--- src/rtl/display_scan_ctrl.sv ---
// Four-digit multiplexed display scanner: prescaled digit slots with a guard
// interval, frame-aligned double-buffered digit loads and leading-zero blanking.
module display_scan_ctrl #(
    parameter int REFRESH_DIV  = 100000,
    parameter int BLANK_CYCLES = 1000
) (
    input  logic        clk,
    input  logic        rst_n,
    input  logic        en,
    input  logic        lz_en,
    input  logic        load,
    input  logic [15:0] digits_in,
    output logic        load_ack,
    output logic [15:0] digits_active,
    output logic [1:0]  sel,
    output logic [3:0]  an,
    output logic        frame_start
);

    localparam int            CW      = (REFRESH_DIV > 2) ? $clog2(REFRESH_DIV) : 1;
    localparam logic [CW-1:0] TERM    = CW'(REFRESH_DIV - 1);
    localparam logic [CW:0]   BLANK_W = (CW + 1)'(BLANK_CYCLES);

    logic [CW-1:0] cnt;
    logic [CW-1:0] cnt_nxt;
    logic [1:0]    sel_nxt;
    logic          slot_end;
    logic          wrap;
    logic          guard;
    logic [15:0]   act_nxt;
    logic [15:0]   pend_data;
    logic          pend;
    logic [3:0]    blank;
    logic [3:0]    an_nxt;

    // Outputs are registered from next-state values so that an, sel and the
    // displayed digits always describe the same slot in the same cycle.
    always_comb begin
        slot_end = en && (cnt == TERM);
        wrap     = slot_end && (sel == 2'd3);
        cnt_nxt  = cnt;
        sel_nxt  = sel;
        if (en) begin
            cnt_nxt = slot_end ? '0 : cnt + 1'b1;
        end
        if (slot_end) begin
            sel_nxt = sel + 2'd1;
        end

        act_nxt = digits_active;
        if (wrap) begin
            if (load) begin
                act_nxt = digits_in;
            end else if (pend) begin
                act_nxt = pend_data;
            end
        end

        blank[0] = 1'b0;
        blank[3] = lz_en && (act_nxt[15:12] == 4'd0);
        blank[2] = blank[3] && (act_nxt[11:8] == 4'd0);
        blank[1] = blank[2] && (act_nxt[7:4] == 4'd0);

        guard  = {1'b0, cnt_nxt} < BLANK_W;
        an_nxt = 4'b1111;
        if (en && !guard && !blank[sel_nxt]) begin
            an_nxt = ~(4'b0001 << sel_nxt);
        end
    end

    always_ff @(posedge clk or negedge rst_n) begin
        if (!rst_n) begin
            cnt           <= '0;
            sel           <= 2'd0;
            an            <= 4'b1111;
            digits_active <= 16'h0000;
            pend_data     <= 16'h0000;
            pend          <= 1'b0;
            load_ack      <= 1'b0;
            frame_start   <= 1'b0;
        end else begin
            cnt           <= cnt_nxt;
            sel           <= sel_nxt;
            an            <= an_nxt;
            digits_active <= act_nxt;
            frame_start   <= wrap;
            load_ack      <= wrap && (load || pend);
            if (wrap) begin
                pend <= 1'b0;
            end else if (load) begin
                // Last write wins; a single ack covers every overwritten value.
                pend      <= 1'b1;
                pend_data <= digits_in;
            end
        end
    end

endmodule
--- config.mk ---
export PLATFORM = sky130hd
export DESIGN_NAME = display_scan_ctrl
export DESIGN_NICKNAME = d
export VERILOG_FILES = /design/src/rtl/display_scan_ctrl.sv
export SDC_FILE = /design/constraint.sdc
export NUM_CORES = 1
export LEC_CHECK = 0
export CAP_MARGIN = 20
export CORE_MARGIN = 8
export CORE_UTILIZATION = 30
export CTS_CLUSTER_SIZE = 12
export DETAILED_ROUTE_END_ITERATION = 8
export SYNTH_ARGS = -nofsm -noshare
export SYNTH_HDL_FRONTEND = slang
export SYNTH_SLANG_ARGS = --single-unit
--- constraint.sdc ---
create_clock -name clk -period 2.5 [get_ports clk]
set_clock_uncertainty 0.15 [all_clocks]
set_input_delay 0.25 -clock clk [delete_from_list [all_inputs] [get_ports clk]]
set_output_delay 0.25 -clock clk [all_outputs]
set_load 0.05 [all_outputs]
* Word level (Yosys, flattened, before mapping)
Cells that the tools add are included.
** Operators by class
- Divide/modulo/power cells :: 0
- Reductions and logical operators :: 18
- Bitwise logic cells :: 2
- Multipliers :: 0
- Shift-type cells :: 1
- Mux-type cells :: 11
- Add/sub/neg operators :: 2
- Eq/ne operators :: 2
- $lt $le $gt $ge :: 2
** Operators by type and width (number)
- $mux W16 :: 3
- $mux W17 :: 2
- $add A17 B1 Y17 const B :: 1
- $eq A17 B17 Y1 const B :: 1
- $lt A17 B10 Y1 const B :: 1
- $logic_not A4 Y1 :: 3
- $logic_and A1 B1 Y1 :: 8
- $mux W4 :: 1
- $not A4 Y4 :: 1
- $reduce_and A2 Y1 :: 2
- $reduce_bool A2 Y1 :: 2
- $shl A1 B2 Y4 const A :: 1
- $lt A2 B3 Y1 const B :: 1
- $mux W1 :: 3
- $add A2 B1 Y2 const B :: 1
- $bmux W1 S2 :: 1
- $eq A2 B2 Y1 const B :: 1
- $logic_not A1 Y1 :: 2
- $mux W2 :: 1
- $logic_or A1 B1 Y1 :: 1
- $not A1 Y1 :: 1
** Word-level totals
- Memories kept :: 0
- Bits in writable memories :: 0
- Output and inout port bits :: 24
- Input port bits :: 21
- Register bits after elaboration :: 58
- Logic and storage cells :: 47
- Bits in read-only memories :: 0
- Bits in latches :: 0

* Logic depth before layout (Yosys ltp)
Gate-level depths: netlist of run 1.
- Word-level depth :: 13
- Depth in mapped cells :: 11
- Gate-level depth less buffers :: 9

* Worst setup path after synthesis of run 1
OpenSTA, ideal clock, no wires.
- Path kind :: reg-to-reg
- Start :: register sel[0]
- End :: register an[1]
- Period minus slack after synthesis :: 3.042 ns
- Arrival :: 2.817 ns
- Path slack :: -0.542 ns
- Library setup time :: 0.075 ns
- Cell stages (with the launch flop) :: 10
- Cell sequence :: dfrtp_1 ha_1 inv_1 or4_1 buf_6 nor4b_2 o21ai_0 a21o_1 or4_4 o211ai_2
** On the way
- Cells in the longest elaborated chain, start to end :: 12
- Elaborated cells between the ends (all ways) :: 18
** RTL lines
- from (decl) :: RTL line 15 : output logic [1:0] sel,
- from (signal assigned) :: RTL line 83 : sel <= sel_nxt;
- $eq A2 B2 Y1 :: RTL line 40 : wrap = slot_end && (sel == 2'd3);
- $logic_and A1 B1 Y1 :: RTL line 40
- $mux W16 :: RTL line 51 : if (wrap) begin
- $logic_not A4 Y1 :: RTL line 60 : blank[3] = lz_en && (act_nxt[15:12] == 4'd0);
- $logic_and A1 B1 Y1 :: RTL line 60
- $logic_and A1 B1 Y1 :: RTL line 61 : blank[2] = blank[3] && (act_nxt[11:8] == 4'd0);
- $logic_and A1 B1 Y1 :: RTL line 62 : blank[1] = blank[2] && (act_nxt[7:4] == 4'd0);
- $bmux W1 S2 :: RTL line 66 : if (en && !guard && !blank[sel_nxt]) begin
- $mux W1 (implied by the code) :: RTL line 66
- $logic_not A1 Y1 :: RTL line 66
- $logic_and A1 B1 Y1 :: RTL line 66
- $mux W4 (*) :: RTL line 66
- named net an_nxt[1] :: RTL line 34 : logic [3:0] an_nxt;
- to (signal assigned) :: RTL line 84 : an <= an_nxt;
- to (decl) :: RTL line 16 : output logic [3:0] an,
The timed path passes the listed nets; every way through them passes the cells marked *. The select of a mux whose other input is x is not followed.
A chain may end at the register's enable or synchronous reset.

* Worst setup path in the final report of run 1
- Start :: register cnt[14]
- End :: register an[1]
** On the way
- Elaborated cells between the ends (all ways) :: 24
** RTL lines
- from (decl) :: RTL line 24 : logic [CW-1:0] cnt;
- from (signal assigned) :: RTL line 82 : cnt <= cnt_nxt;
- $eq A17 B17 Y1 :: RTL line 39 : slot_end = en && (cnt == TERM);
- $logic_and A1 B1 Y1 :: RTL line 39
- $logic_and A1 B1 Y1 :: RTL line 40
- $mux W16 :: RTL line 51
- named net act_nxt[7] :: RTL line 30 : logic [15:0] act_nxt;
- $logic_not A4 Y1 :: RTL line 62
- $logic_and A1 B1 Y1 :: RTL line 62
- $bmux W1 S2 :: RTL line 66
- $mux W1 (implied by the code) :: RTL line 66
- $logic_not A1 Y1 :: RTL line 66
- $logic_and A1 B1 Y1 :: RTL line 66
- $mux W4 :: RTL line 66
- named net an_nxt[1] :: RTL line 34
The timed path passes the listed nets, and every way through them passes these cells. The select of a mux whose other input is x is not followed.

==> results of run 1 <==
-- per-stage QoR --
stage / std cells / setup slack (ns) / hold WS [ns]
finish: 542 / -0.2453 / 0.1963
global route: 542 / -0.3608 / 0.2365
CTS: 537 / -0.2223 / 0.2096
detailed placement: 510 / -0.4869 / 0.04436
global placement: 510 / -0.4239 / 0.02977
floorplan: 282 / -0.1443 / -0.1956
-- metal layers --
metal	wire [um]	part of all wire [%]	global-route usage, %	vias to the layer above
li1	-	-	-	1297
met1	3988	46	17.73	1357
met2	4130	47	20.38	79
met3	529	6.0	3.571	6
met4	114	1.3	5.079	0
met5	0	0	0	-
-- power by group through the flow --
stage                     sequential (mW)  combinational, mW  clock (mW)
after floorplan                      1.09              0.230           0
after global placement               1.08              0.456           0
after detailed placement             1.08              0.460           0
after CTS                            1.07              0.465        1.11
after global routing                 1.08              0.518        1.16
final                                1.07              0.465        1.09
-- logic make-up after synthesis --
group / after synthesis
multiplexers: 18
buffers and inverters: 25
XOR/XNOR: 16
adder cells (fa/ha/maj): 2
AO/OA/AOI/OAI: 70
AND/OR/NAND/NOR: 93
flip-flops: 58
-- repair_timing --
| item | CTS | global route |
|---|---|---|
| buffers inserted | 10 | 6 |
| pin swaps | 9 | 5 |
| endpoints found under the setup margin | 4 | 20 |
| hold buffers | 1 | 0 |
| endpoints found under the hold margin | 14 | 0 |
| gates resized for setup | 8 | 45 |
-- registers in the layout, summed over array words and instances, names as in the netlist --
signal         count
cnt               17
digits_active     16
pend_data         16
an                 4
sel                2
frame_start        1
load_ack           1
pend               1
-- worst paths after layout --
path / slack [ns] / endpoint / cells after the start / start
setup / recovery: -0.25 / an[1] / 7 / cnt[14]
hold / removal: 0.20 / cnt[3] / 2 / rst_n
setup reg to reg: -0.25 / an[1] / 7 / cnt[14]
hold reg to reg: 0.35 / pend_data[15] / 1 / pend_data[15]
max in group asynchronous: 1.27 / an[2] / 3 / rst_n
min in group clk: 0.35 / pend_data[15] / 1 / pend_data[15]
-- layout by cell type (no fill, tap or decap), drive strengths merged, types with 2 or more instances in the layout --
master and count:
buf 85, dfrtp 54, clkdlybuf4s50 43, nor2 21
o22ai 18, mux2 17, o21ai 17, a21oi 15
xnor2 11, nand4 10, nand2 10, clkbuf 9
nand3b 8, inv 8, nand2b 7, nor3 7
nand3 6, nor4 6, xor2 5, o211ai 5
and3 4, dfstp 4, or4 4, o32ai 4
bufinv 3, clkinv 3, nand4b 2, and2 2
ha 2, nor4b 2
-- area by class of cell --
class                           count  area, sq um
Inverter                            7        26.28
Clock buffer                        9        123.9
Fill cell                         880         5027
Timing Repair Buffer              129         1161
Sequential cell                    58         1459
Clock inverter                      7        125.1
Multi-Input combinational cell    199         1550
Tap cell                          133        166.4
==> results.md, run 1 <==
- Initial Utilization: between 30% and 40%
- Root Buffer: clkbuf_8
- Post-Synth Simple-Gate Area: a little under a fifth
- Worst-Margin Slew: about 0.52 ns
- CTS tree: yes
- Multiplexer share of the synthesized area: ~6.9%
- CP most frequent cell: or4_4
- Net Sw Power: 690.3 uW
- DRT Wirelength: around 9000 um
- Status: complete, but fails checks
- Count of final hold-check violations: 0
- GPL Wtd Cong: 0.9009
- Dpl cell area: 4035 sq um
- Main combinational cell family by area after synthesis: simple AND/OR/NAND/NOR gates
- Sequential Power Share: between 40% and 50%
- Pin count of the biggest net entering global routing: 28
- Switching part of the total: 26.30%
- DRC: 0
- Synth warnings: 0
- Overall die width: 115.0 um
- Synth top area share: 46.00%
- Post-Synth Adder-Cell Area: less than 1%
- Die area: between 10000 and 15000 sq um
- Element type at the critical path end: flip-flop
- Compound-Gate Fraction of Synth Area: between 15 and 20%
- Largest area contributor in the netlist: dfrtp_1
- Final Cycle Share: 109.8%
- Max Cap Viol: 0
- Via count: ~2700
- CP arrival: around 2.9 ns
- Unique masters post-synth: between 50 and 60
- Crit path cell chain: nand4bb_1 -> or4_4 -> buf_4 -> o32ai_2 -> a21oi_2 -> or4_4 -> o211ai_2
- Final instance area: about 4600 sq um
- Post-synthesis xor/xnor area fraction: roughly 4.8%
- Synth async-reset ratio: 100.0%
- Critical Setup Path Class: flip-flop to flip-flop
- Post-synthesis sequential area ratio: between 40% and 50%
- Synthesized Nets: just over 300
- Crit path largest cell delay: between 0.6 and 0.7 ns
- Most common cell in the netlist: dfrtp_1
- Detail-routed via count per cell: 5.054
- Number of H-tree branching levels: 3
- Syn Area/Cell: 10.42 sq um
- EDFF count, synth: 0
- Synthesized area: between 2000 and 3000 sq um
- N_diodes: 0
- Detailed Place HPWL: a little over 6000 um
- List of most frequent post-synthesis cells: dfrtp_1 (54), nor2_1 (21), o22ai_1 (18)
- Max Clock Freq: about 360 MHz
- Largest delay share family, worst path: simple AND/OR/NAND/NOR gates
- Failing checks: negative setup slack
- Hold Crit Class: input pin to asynchronous set/reset pin
- Slew HR: 65.13%
- Layout area overhead: 56.98%
- PwrDens: roughly 570 nW/um^2
- Type of origin of the critical path: flip-flop
- First-pass iteration count of the detailed router: 4
- Buf+Inv Stages, Crit Path: 1
- Die Ht: 115.0 um
- Tmin final: around 2.7 ns
- Layout cells sized above 1: 38.63%
- # nets final: 427
- Setup violators final: 12
- Largest cells by area after synthesis: dfrtp_1 (46%), mux2_2 (6.5%), o22ai_1 (3.8%)
- Clock Path Buffers: 2
- CP max FO: 8
- Max IR drop VDD: 0.3140 mV
- Lkg Pwr: a little under 2 nW
- First-pass GRT wire length: between 10000 and 15000 um
- Num CTS Buffers: 9
- Synthesized instance count: 282
- Total gr overflow: 0
- I/O Buffers: 44
- Clock share of power: 41.6%
- Setup_tns: -0.7369 ns
- Core Util, Final: a little under half
- Clk sinks: 58
- Pint: just under 2 mW
- Main flop type after synthesis: dfrtp_1
- Clock-pin slew on the worst setup and hold paths: 0.08 ns
- Slowest CP cell: or4_4
- Post-layout total power: ~2.6 mW
- GRT Total Usage: a little over an eighth
- RSZ-0062 raised after global routing: true
- Slew Limit Fails: 0
- Yosys reg bits: 58
- Vias in the first global route: around 2700
- Worst endpoint required time: roughly 2.6 ns
- Final worst slack: -0.2453 ns
- First DRT Iteration DRCs: between 150 and 200
- Per-cell routed wire length: between 15 and 20 um
- # rows: 36
- Antenna viol nets, final: 0
- Clock Latency Late Sink: between 0.3 and 0.4 ns
- Initial antenna violation count: 0
- Gate power share: 17.7%
- I/O pin count: 45
- Core Box Area: 9639 sq um
No activity file was read; power rests on OpenSTA's default activity.
==> run 2: changes to the inputs <==
--- a/config.mk
+++ b/config.mk
@@ -7,9 +7,10 @@
 export LEC_CHECK = 0
 export CAP_MARGIN = 20
 export CORE_MARGIN = 8
-export CORE_UTILIZATION = 30
+export CORE_UTILIZATION = 45
 export CTS_CLUSTER_SIZE = 12
 export DETAILED_ROUTE_END_ITERATION = 8
+export PLACE_DENSITY = 0.71
 export SYNTH_ARGS = -nofsm -noshare
 export SYNTH_HDL_FRONTEND = slang
 export SYNTH_SLANG_ARGS = --single-unit
==> results.md, run 2 (synthesis results as in run 1) <==
- Status: complete, but fails checks (unchanged)
- Failing checks: negative setup slack (unchanged)
- Most frequent cells in the layout: buf_4 (61), dfrtp_1 (52), clkdlybuf4s50_1 (43) (was buf_4 (67), dfrtp_1 (52), clkdlybuf4s50_1 (43))
- Num CTS Buffers: 9 (unchanged)
- Root Buffer: clkbuf_8 (unchanged)
- I/O pin count: 45 (unchanged)
- Register bank with the most flops: cnt (unchanged)
- Final Cycle Share: 110.4% (was 109.8%)
- CTS tree: yes (unchanged)
- DRT Wirelength: 8099 um (was 8762 um)
- Count of final hold-check violations: 0 (unchanged)
- Worst-Margin Slew: 0.5618 ns (was 0.5215 ns)
- Core Box Area: 6350 sq um (was 9639 sq um)
- Detail-routed via count per cell: 5.706 (was 5.054)
- Post-CTS setup buffers: 0 (was 10)
- Tmin final: 2.760 ns (was 2.745 ns)
- Initial antenna violation count: 0 (unchanged)
- Via count: 2682 (was 2739)
- Die area: 9370 sq um (was 13220 sq um)
- Max FFs per register: 17 (unchanged)
- Clk sinks: 58 (unchanged)
- Core Util, Final: 67.68% (was 47.85%)
- Initial Utilization: 46.27% (was 30.48%)
- Slew HR: 62.55% (was 65.13%)
- DRC: 0 (unchanged)
- # nets final: 411 (was 427)
- Element type at the critical path end: flip-flop (unchanged)
- Commonest non-fill, non-tap cell in the layout: buf_4 (unchanged)
- Critical Setup Path Class: flip-flop to flip-flop (unchanged)
- I/O Buffers: 44 (unchanged)
- Lkg Pwr: 1.846 nW (was 1.959 nW)
- Largest delay share family, worst path: simple AND/OR/NAND/NOR gates (unchanged)
- Hold Crit Class: input pin to asynchronous set/reset pin (unchanged)
- Worst endpoint required time: 2.62 ns (was 2.64 ns)
- Slew Limit Fails: 0 (unchanged)
- Vias in the first global route: 2715 (was 2736)
- Max IR drop VDD: 0.4512 mV (was 0.3140 mV)
- Per-cell routed wire length: 17.23 um (was 16.17 um)
- Type of origin of the critical path: flip-flop (unchanged)
- Layout cells sized above 1: 33.08% (was 38.63%)
- GPL Wtd Cong: 0.8769 (was 0.9009)
- Pin count of the biggest net entering global routing: 35 (was 28)
- # fillers: 456 (was 880)
- First DRT Iteration DRCs: 179 (was 181)
- Crit path largest cell delay: 0.53 ns (was 0.62 ns)
- First-pass iteration count of the detailed router: 5 (was 4)
- N_diodes: 0 (unchanged)
- Setup_tns: -0.4787 ns (was -0.7369 ns)
- Layout area overhead: 46.29% (was 56.98%)
- RSZ-0062 raised after global routing: true (unchanged)
- CP arrival: 2.88 ns (about the same)
- Clock Path Buffers: 2 (unchanged)
- Final worst slack: -0.2599 ns (was -0.2453 ns)
- Setup violators final: 3 (was 12)
- CP max FO: 9 (was 8)
- Overall die width: 96.80 um (was 115.0 um)
- Total gr overflow: 0 (unchanged)
- First-pass GRT wire length: 13430 um (was 13900 um)
- GRT Total Usage: 17.29% (was 13.39%)
- Crit path cell chain: nand4bb_4 -> or4_4 -> buf_8 -> nor4b_4 -> o21ai_2 -> a21o_1 -> or4_4 -> o211ai_2 (was nand4bb_1 -> or4_4 -> buf_4 -> o32ai_2 -> a21oi_2 -> or4_4 -> o211ai_2)
- Clock-pin slew on the worst setup and hold paths: 0.07 ns (was 0.08 ns)
- Max Clock Freq: 362.3 MHz (was 364.3 MHz)
- Number of H-tree branching levels: 3 (unchanged)
- Max Cap Viol: 0 (unchanged)
- Antenna viol nets, final: 0 (unchanged)
- Largest regs: cnt (17), digits_active (16), pend_data (16) (unchanged)
- Detailed Place HPWL: 5850 um (was 6177 um)
- Clock Latency Late Sink: 0.34 ns (was 0.35 ns)
- CP most frequent cell: or4_4 (unchanged)
- PwrDens: 575.6 nW/um^2 (was 569.2 nW/um^2)
- Buf+Inv Stages, Crit Path: 1 (unchanged)
- Slowest CP cell: or4_4 (unchanged)
- # rows: 29 (was 36)
- Die Ht: 96.80 um (was 115.0 um)
[run 2: changes by cell type in the layout (fill, tap and decap cells not counted), moves of 4 or more]
| cell | before | now |
|---|---|---|
| o21ai_1 | 8 | 1 |
| a21oi_1 | 10 | 14 |
| o21ai_0 | 8 | 14 |
| a21oi_2 | 5 | 1 |
| buf_4 | 67 | 61 |
| buf_6 | 14 | 3 |
[run 2: routing by layer]
layer  up-vias  routed length, um  share of wire, %  track usage [%]
met5         -                  0                 0                0
met4         0                110               1.4            7.811
met3         9                469               5.8            3.485
met2       110               3843                47            27.34
met1      1297               3675                45            22.16
li1       1266                  -                 -                -
[run 2: worst register-to-register path, delay by kind of cell (launching register included)]
family / cells / cell delay, ns
AOI/OAI and AO/OA: 3 / 0.42
buffers and inverters: 1 / 0.17
DFF: 1 / 0.38
and+or+nand+nor: 4 / 1.57
[run 2: repair_timing]
action                                 CTS  global route
resized for setup                       10            13
setup endpoints to repair                5             9
hold buffers                             1             0
endpoints found under the hold margin   20             0
pin swaps                                0             6
[run 2: final timing paths]
path                              start           end  slack [ns]  cells past startpoint
max                             cnt[12]         an[1]       -0.26                      8
min                               rst_n        cnt[0]        0.29                      2
max reg2reg                     cnt[12]         an[1]       -0.26                      8
min reg2reg                pend_data[0]  pend_data[0]        0.35                      1
max in group asynchronous         rst_n   frame_start        1.34                      3
min in group clk           pend_data[0]  pend_data[0]        0.35                      1
[run 2: power breakdown]
group | internal [mW] | switching, mW | total [mW] | leakage [nW]
Sequential | 1.02 | 0.0489 | 1.07 | 0.741
Combinational | 0.239 | 0.212 | 0.452 | 1.00
Clock | 0.558 | 0.398 | 0.956 | 0.105
Total | 1.82 | 0.659 | 2.47 | 1.85
[run 2: cell type report]
| cell class | count | area [sq um] | area share [%] |
|---|---|---|---|
| clock buffers | 9 | 123.9 | 2.882 |
| clock inverters | 7 | 93.84 | 2.183 |
| inverters | 7 | 26.28 | 0.6114 |
| multi-input cells | 199 | 1491 | 34.70 |
| flip-flops and latches | 58 | 1459 | 33.94 |
| well taps | 77 | 96.34 | 2.242 |
| repair buffers | 113 | 1007 | 23.44 |
[run 2: metrics by stage]
stage	hold slack (ns)	setup slack [ns]	total power [mW]	std cells	area (sq um)
finish	0.2878	-0.2599	2.474	470	4298
global route	0.3502	-0.3385	2.575	470	4298
CTS	0.2942	-0.1838	2.482	470	4243
detailed placement	0.1254	-0.4603	1.526	453	3958
global placement	0.1237	-0.3751	1.514	453	3958
floorplan	-0.1956	-0.1443	1.320	282	2993
==> run 3: changes to the inputs <==
--- a/config.mk
+++ b/config.mk
@@ -11,6 +11,7 @@
 export CTS_CLUSTER_SIZE = 12
 export DETAILED_ROUTE_END_ITERATION = 8
 export PLACE_DENSITY = 0.71
+export SETUP_SLACK_MARGIN = 0.05
 export SYNTH_ARGS = -nofsm -noshare
 export SYNTH_HDL_FRONTEND = slang
 export SYNTH_SLANG_ARGS = --single-unit
==> results.md, run 3 (synthesis results as in run 1) <==
- Status: complete, but fails checks (unchanged)
- First-pass GRT wire length: 13430 um (unchanged)
- First-pass iteration count of the detailed router: 5 (unchanged)
- PwrDens: 572.6 nW/um^2 (was 575.6 nW/um^2)
- Clock-pin slew on the worst setup and hold paths: 0.07 ns (about the same)
- Per-cell routed wire length: 17.71 um (was 17.23 um)
- Count of final hold-check violations: 0 (unchanged)
- Initial antenna violation count: 0 (unchanged)
- Max Clock Freq: 361.8 MHz (was 362.3 MHz)
- Via count: 2673 (was 2682)
- Crit path cell chain: nand4bb_4 -> or4_4 -> buf_8 -> nor4b_4 -> o21ai_2 -> a21o_1 -> or4_4 -> o211ai_2 (unchanged)
- Commonest non-fill, non-tap cell in the layout: buf_4 (unchanged)
- Initial Utilization: 46.27% (unchanged)
- Die Ht: 96.80 um (unchanged)
- # nets final: 414 (was 411)
- DRT Wirelength: 8376 um (was 8099 um)
- GPL Wtd Cong: 0.8769 (unchanged)
- Sequential Power Share: 43.0% (was 43.1%)
- I/O pin count: 45 (unchanged)
- Pin count of the biggest net entering global routing: 35 (unchanged)
- DRC: 0 (unchanged)
- CP most frequent cell: or4_4 (unchanged)
- Slew Limit Fails: 0 (unchanged)
- Max IR drop VDD: 0.4914 mV (was 0.4512 mV)
- Slowest CP cell: or4_4 (unchanged)
- Max Cap Viol: 0 (unchanged)
- Largest delay share family, worst path: simple AND/OR/NAND/NOR gates (unchanged)
- Core Box Area: 6350 sq um (unchanged)
- First DRT Iteration DRCs: 161 (was 179)
- Clock Path Buffers: 2 (unchanged)
- Detailed Place HPWL: 5850 um (unchanged)
- Overall die width: 96.80 um (unchanged)
- Register bank with the most flops: cnt (unchanged)
- Final non-filler cell total: 473 (was 470)
- WHS: 0.2837 ns (was 0.2878 ns)
- Tmin final: 2.764 ns (was 2.760 ns)
- Vias in the first global route: 2715 (unchanged)
- CP arrival: 2.89 ns (was 2.88 ns)
- Clock Latency Late Sink: 0.35 ns (was 0.34 ns)
- Switching part of the total: 26.71% (was 26.63%)
- Buf+Inv Stages, Crit Path: 1 (unchanged)
- Layout area overhead: 47.44% (was 46.29%)
- Number of H-tree branching levels: 3 (unchanged)
- Worst-Margin Slew: 0.5668 ns (was 0.5618 ns)
- Clock share of power: 38.6% (was 38.7%)
- Net Sw Power: 662.4 uW (was 658.9 uW)
- Max FFs per register: 17 (unchanged)
- Layout cells sized above 1: 34.09% (was 33.08%)
- Root Buffer: clkbuf_8 (unchanged)
- Total gr overflow: 0 (unchanged)
- GRT Total Usage: 17.29% (unchanged)
- Antenna viol nets, final: 0 (unchanged)
- Final Cycle Share: 110.6% (was 110.4%)
- Slew HR: 62.22% (was 62.55%)
- CP max FO: 9 (unchanged)
- Cell total after placement: 453 (unchanged)
- CTS tree: yes (unchanged)
- Hold Crit Class: input pin to asynchronous set/reset pin (unchanged)
- Crit path largest cell delay: 0.54 ns (was 0.53 ns)
- Element type at the critical path end: flip-flop (unchanged)
- # rows: 29 (unchanged)
- Most frequent cells in the layout: buf_4 (62), dfrtp_1 (52), clkdlybuf4s50_1 (43) (was buf_4 (61), dfrtp_1 (52), clkdlybuf4s50_1 (43))
- Pint: 1.818 mW (was 1.815 mW)
- Die area: 9370 sq um (unchanged)
- R2r setup slk: -0.26 ns (about the same)
- Worst endpoint required time: 2.63 ns (was 2.62 ns)
- Largest regs: cnt (17), digits_active (16), pend_data (16) (unchanged)
- Final instance area: 4332 sq um (was 4298 sq um)
- RSZ-0062 raised after global routing: true (unchanged)
- Lkg Pwr: 1.857 nW (was 1.846 nW)
- Dpl cell area: 3958 sq um (unchanged)
- Clk sinks: 58 (unchanged)
- Type of origin of the critical path: flip-flop (unchanged)
- Critical Setup Path Class: flip-flop to flip-flop (unchanged)
- Failing checks: negative setup slack (unchanged)
- Gate power share: 18.5% (was 18.3%)
- Num CTS Buffers: 9 (unchanged)
- N_diodes: 0 (unchanged)
- Post-layout total power: 2.480 mW (was 2.474 mW)
- Detail-routed via count per cell: 5.651 (was 5.706)
- Final worst slack: -0.2640 ns (was -0.2599 ns)
- Setup violators final: 3 (unchanged)
- I/O Buffers: 44 (unchanged)
==> run 3: cell types whose count changed in the layout (fill, tap and decap cells not counted) <==
cell	change
a41oi_2	+1
inv_2	+1
a41oi_1	-1
buf_6	+3
buf_4	+1
inv_1	-1
buf_8	-1
==> run 3: layout make-up <==
class	count	area, sq um
sequential	58	1459
tap	77	96.34
clock buffer	9	123.9
fill	450	2018
clock inverter	7	93.84
multi-input combinational	199	1499
inverter	7	26.28
timing repair buffer	116	1033
==> run 3: worst paths after layout <==
kind,endpoint,cells after the start,start
setup / recovery,an[1],8,cnt[12]
hold / removal,cnt[0],2,rst_n
setup reg to reg,an[1],8,cnt[12]
hold reg to reg,pend_data[0],1,pend_data[0]
max in group asynchronous,frame_start,3,rst_n
min in group clk,pend_data[0],1,pend_data[0]
==> run 3: power groups by stage <==
stage / combinational, mW / clock [mW] / sequential [mW]
after floorplan: 0.230 / 0 / 1.09
after global placement: 0.437 / 0 / 1.08
after detailed placement: 0.444 / 0 / 1.08
after CTS: 0.449 / 0.969 / 1.06
after global routing: 0.502 / 1.01 / 1.07
final: 0.458 / 0.956 / 1.07
==> run 3: worst reg2reg max path: stages, from the launching register on <==
cell	delay (ns)
dfrtp_1	0.38
nand4bb_4	0.23
or4_4	0.52
buf_8	0.17
nor4b_4	0.29
o21ai_2	0.09
a21o_1	0.18
or4_4	0.54
o211ai_2	0.15
==> run 3: metal layers <==
metal | wire length [um] | GRT usage (%) | vias to the layer above
met4 | 121 | 7.811 | 0
met1 | 3795 | 22.16 | 1314
met5 | 0 | 0 | -
met3 | 455 | 3.485 | 9
li1 | - | - | 1264
met2 | 4003 | 27.34 | 86
==> run 3: what timing repair did <==
item                                    in CTS  in global routing
pin swaps                                    1                  9
gates resized for setup                     10                 16
endpoints found under the setup margin       7                 14
buffers inserted                             0                  3
hold buffers                                 1                  0
cloned                                       0                  0
endpoints found under the hold margin       20                  0
==> run 3: stage by stage <==
stage | TNS (ns) | util [%] | worst slack, ns
floorplan | -0.2334 | - | -0.1443
global placement | -1.554 | 62.33 | -0.3751
detailed placement | -2.460 | 62.33 | -0.4603
CTS | -0.3531 | 66.82 | -0.1838
global route | -0.8794 | 68.22 | -0.3385
finish | -0.5661 | 68.22 | -0.2640
